<file path="config.mk">
export PLATFORM = sky130hd
export DESIGN_NAME = debounce_timer_scheduler
export DESIGN_NICKNAME = d
export VERILOG_FILES = /design/src/rtl/debounce_timer_scheduler.sv
export SDC_FILE = /design/constraint.sdc
export NUM_CORES = 1
export LEC_CHECK = 0
export CELL_PAD_IN_SITES_DETAIL_PLACEMENT = 1
export CELL_PAD_IN_SITES_GLOBAL_PLACEMENT = 1
export CORE_MARGIN = 8
export CORE_UTILIZATION = 50
export DETAILED_ROUTE_END_ITERATION = 7
export PLACE_DENSITY_LB_ADDON = 0.1
export SLEW_MARGIN = 20
export SYNTH_ARGS = -nofsm -noshare
export SYNTH_HDL_FRONTEND = slang
export SYNTH_SLANG_ARGS = --single-unit
</file>
<file path="constraint.sdc">
create_clock -name clk -period 5.2 [get_ports clk]
set_input_delay 1.04 -clock clk [delete_from_list [all_inputs] [get_ports clk]]
set_output_delay 1.04 -clock clk [all_outputs]
set_load 0.01 [all_outputs]
</file>
<file path="src/rtl/debounce_timer_scheduler.sv">
// Shared-prescaler debounce timers plus edge detection and round-robin event merge.
// Optional overwrite-status flags (evt_ovf/ovf_clear) are built when DBNC_OVF_STATUS_EN is defined.
module debounce_timer_scheduler #(
    parameter int N             = 4,
    parameter int TICK_DIV      = 100000,
    parameter int CNT_W         = 8,
    parameter int TICKS_DEFAULT = 10,
    localparam int CHW          = (N > 1) ? $clog2(N) : 1
) (
    input  logic             clk,
    input  logic             reset_n,
    input  logic [N-1:0]     timer_reset,
    output logic [N-1:0]     timer_done,
    input  logic [N-1:0]     debounced,
    input  logic [CNT_W-1:0] cfg_ticks,
    input  logic             cfg_load,
    output logic             evt_valid,
    input  logic             evt_ready,
    output logic [CHW-1:0]   evt_chan,
    output logic             evt_press
`ifdef DBNC_OVF_STATUS_EN
    ,
    output logic [N-1:0]     evt_ovf,
    input  logic [N-1:0]     ovf_clear
`endif
);

    localparam int PW = $clog2(TICK_DIV);

    logic [PW-1:0]    presc;
    logic             tick;
    logic [CNT_W-1:0] ticks_reg;
    logic [CNT_W-1:0] cnt [N];
    logic [N-1:0]     dbn_q;
    logic [N-1:0]     pending;
    logic [N-1:0]     lvl;
    logic [N-1:0]     edge_det;
    logic [CHW-1:0]   rr;
    logic [CHW-1:0]   sel;
    logic             sel_found;
    logic             load_ok;
    logic             grant;

    assign tick = (presc == PW'(TICK_DIV - 1));

    always_ff @(posedge clk or negedge reset_n) begin
        if (!reset_n) begin
            presc     <= '0;
            ticks_reg <= CNT_W'(TICKS_DEFAULT);
        end else begin
            presc <= tick ? '0 : presc + PW'(1);
            if (cfg_load)
                ticks_reg <= (cfg_ticks == '0) ? CNT_W'(1) : cfg_ticks;
        end
    end

    always_ff @(posedge clk or negedge reset_n) begin
        if (!reset_n) begin
            for (int unsigned i = 0; i < N; i++)
                cnt[i] <= '0;
        end else begin
            for (int unsigned i = 0; i < N; i++) begin
                if (timer_reset[i])
                    cnt[i] <= '0;
                else if (tick && (cnt[i] < ticks_reg))
                    cnt[i] <= cnt[i] + CNT_W'(1);
            end
        end
    end

    always_comb begin
        timer_done = '0;
        for (int unsigned i = 0; i < N; i++)
            timer_done[i] = (cnt[i] >= ticks_reg) && !timer_reset[i];
    end

    assign edge_det = dbn_q ^ debounced;

    // Round-robin search starts just after the last granted channel.
    always_comb begin
        sel       = rr;
        sel_found = 1'b0;
        for (int unsigned k = 1; k <= N; k++) begin
            if (!sel_found && pending[(32'(rr) + k) % N]) begin
                sel       = CHW'((32'(rr) + k) % N);
                sel_found = 1'b1;
            end
        end
    end

    assign load_ok = !evt_valid || evt_ready;
    assign grant   = load_ok && sel_found;

    // A same-cycle edge on the granted channel wins over its clear, so the new level stays queued.
    always_ff @(posedge clk or negedge reset_n) begin
        if (!reset_n) begin
            dbn_q   <= '0;
            pending <= '0;
            lvl     <= '0;
        end else begin
            dbn_q <= debounced;
            for (int unsigned i = 0; i < N; i++) begin
                if (edge_det[i]) begin
                    pending[i] <= 1'b1;
                    lvl[i]     <= debounced[i];
                end else if (grant && (sel == CHW'(i))) begin
                    pending[i] <= 1'b0;
                end
            end
        end
    end

    always_ff @(posedge clk or negedge reset_n) begin
        if (!reset_n) begin
            evt_valid <= 1'b0;
            evt_chan  <= '0;
            evt_press <= 1'b0;
            rr        <= '0;
        end else if (load_ok) begin
            evt_valid <= sel_found;
            if (sel_found) begin
                evt_chan  <= sel;
                evt_press <= lvl[sel];
                rr        <= sel;
            end
        end
    end

`ifdef DBNC_OVF_STATUS_EN
    // An edge on a channel being granted this cycle loses nothing, so it is not an overwrite.
    always_ff @(posedge clk or negedge reset_n) begin
        if (!reset_n) begin
            evt_ovf <= '0;
        end else begin
            for (int unsigned i = 0; i < N; i++) begin
                if (edge_det[i] && pending[i] && !(grant && (sel == CHW'(i))))
                    evt_ovf[i] <= 1'b1;
                else if (ovf_clear[i])
                    evt_ovf[i] <= 1'b0;
            end
        end
    end
`endif

endmodule
</file>
==> reports/qor.yml <==
core_area_sq_mm: 0.00855
dp_hpwl_um: 7520
r2r_cells: 7
antenna_found_initial: 0
relSlewSlack_pct: 37.4
largest_reg_flops: 32
post_synth_inst_count: 451
routed_wl_um: 10400
synth_flop_cell: "dfrtp_1"
dr.first_iter.drc_count: 81
vias: 3396
dr.max_layer_used: "met4"
layout-drive-gt1-share_pct: 9.48
layout_common_cells: "71 x dfrtp_1, 47 x nor2_1, 37 x ha_1, 32 x a21oi_1, 29 x nand2_1"
fmax_mhz: 252
syn_area_per_cell_sq_um: 9.58
htreeDepth: 3
syn-cell-area_sq_mm: 0.00432
vias_per_cell: 5.73
hp-class: "reg2reg"
grt_max_degree: 74
worstSetupEndpointType: "output pin"
detail_route.drc_violations: 0
die_y_um: 109
firstDrtPassIters: 4
crit_type: "reg2out"
clock_path_buffers: 2
ios: 28
cts_made_buffers: 9
die_w_um: 109
regArea_sq_mm: 0.00183
fin_crit_sh_pct: 76.4
route.met2.wl_um: 5350
worstReg2RegStart: "ticks_reg[3]$_DFFE_PN1P_"
initial_core_util_pct: 50.5
hp-start: "presc[0]$_DFF_PN0_"
arrival_ns: 2.93
ff2ff_setup_slack_ns: 2.50
pwr_density_cell_mw_per_mm2: 280
run_status: "finished, final reports clean"
yosys_warnings: 0
ys_ff_latch: 73
leakage_nw: 2.15
synth_top_area_share_pct: 41.1
hold_buffers: 0
m1WireLength_um: 4700
cts_resized: 0
insertedDiodeCount: 0
worstMarginPinSlew_ns: 0.939
worst-endpoint-required_ns: 4.16
final_common_cell: "dfrtp_1"
period_needed_ns: 3.97
rows: 34
setup_viol: 0
ant_nets: 0
worstSkewPairLatency_ns: 0.35
final_net_count: 537
grt_pass1_vias: 3616
maxCapViolations: 0
ys_types: 51
port_buffers: 27
post-synth-top-area-cell: "dfrtp_1"
cts_root_buf: "clkbuf_8"
multiInputGateArea_sq_mm: 0.00235
cts_tree: "yes"
finalSetupTns_ns: 0
rsz0062_at_grt: "false"
post-cts-setup-buffers: 0
syn_to_final_growth_pct: 13.3
grt_pass1_wl_um: 17400
start_kind: "register"
utilization_pct: 57.3
grt_overflow: 0
post_drt_wl_per_cell_um: 17.6
cts.sinks: 73
dieArea_sq_mm: 0.0119
fill_cells: 978
clock_skew_ns: 0.0113
slew_violations: 0
hold_end: "presc[0]$_DFF_PN0_"
synth_edf_count: 0
grt.total_usage_pct: 18.6
synth.net_count: 508
crit_fanout: 11
hold_viol: 0
hold_depth: 1
yosysSeqAreaShare_pct: 42.3
synthTopCellsByArea: "dfrtp_1 41%, ha_1 11%, nor2_1 4.1%"
peakVddDrop_mv: 0.189
synth-async-reset-ratio_pct: 100
gp_congestion: 0.799
clk_pin_slew_worst_paths_ns: 0.08
wl_met3_um: 238
r2r-end: "cnt[23]$_DFFE_PN0P_"
-- metrics by stage --
| step | hold slack, ns | total power [mW] | cell area, sq um | setup slack [ns] | instances |
|---|---|---|---|---|---|
| after floorplan | 0.448 | 0.788 | 4320 | 2.46 | 451 |
| after global placement | 0.476 | 0.874 | 4680 | 1.68 | 577 |
| after detailed placement | 0.493 | 0.890 | 4680 | 1.62 | 577 |
| after CTS | 0.505 | 1.39 | 4900 | 1.19 | 593 |
| after global routing | 0.527 | 1.44 | 4900 | 1.05 | 593 |
| final | 0.498 | 1.37 | 4900 | 1.23 | 593 |
-- Yosys cell counts (5+ instances only) --
cell,count
nor2b_1,14
ha_1,37
o21ai_0,24
nand3_1,24
dfrtp_1,71
nand2_1,29
inv_1,26
nand4b_1,5
a21o_1,7
and3_1,8
clkbuf_1,5
a21oi_1,32
nor3_1,13
xor2_1,8
or3_1,7
mux2_2,11
nor2_1,47
xnor2_1,12
nand4_1,14
-- worst max-delay path by stage --
stage,startpoint,to,slack (ns),cells past startpoint
final,ticks_reg[1]$_DFFE_PN1P_,timer_done[0],1.23,8
after global routing,ticks_reg[1]$_DFFE_PN1P_,timer_done[0],1.05,8
after CTS,ticks_reg[1]$_DFFE_PN1P_,timer_done[0],1.19,8
after detailed placement,ticks_reg[1]$_DFFE_PN1P_,timer_done[0],1.62,8
after global placement,timer_reset[3],timer_done[3],1.68,3
after floorplan,ticks_reg[1]$_DFFE_PN1P_,timer_done[0],2.46,8
-- routing by layer --
layer | up-vias | GRT usage [%]
li1 | 1661 | -
met1 | 1695 | 22.1
met2 | 27 | 32.8
met3 | 13 | 3.55
met4 | 0 | 6.26
met5 | - | 0
-- cell type report --
class                   instances  share of cell area [%]
clock buffers                   9                    2.53
clock inverters                 7                    1.94
inverters                      26                    1.99
multi-input cells             343                    47.9
flip-flops and latches         73                    37.4
well taps                     108                    2.76
repair buffers                 27                    5.47
-- kinds of logic after synthesis --
kind of cell	after synthesis	synth area share, %
and+or+nand+nor	192	24.8
DFF	73	42.3
AOI/OAI and AO/OA	72	9.21
adders and majority gates	41	11.6
buffers and inverters	35	3.33
xor gates and xnor gates	20	4.05
muxes	18	4.58
-- power by group --
part,internal [mW],switching (mW)
Clock,0.270,0.225
Sequential,0.603,0.0415
Combinational,0.106,0.125
Total,0.979,0.391
-- worst max-delay path: stages (launching register included) --
cell and delay [ns]:
dfstp_2 0.52, inv_1 0.09, ha_1 0.31, nor2b_1 0.16, o211ai_1 0.11, a21oi_1 0.58
nor4_1 0.14, nor2_1 0.12, clkdlybuf4s50_1 0.55
(Power assumes the default switching activity.)
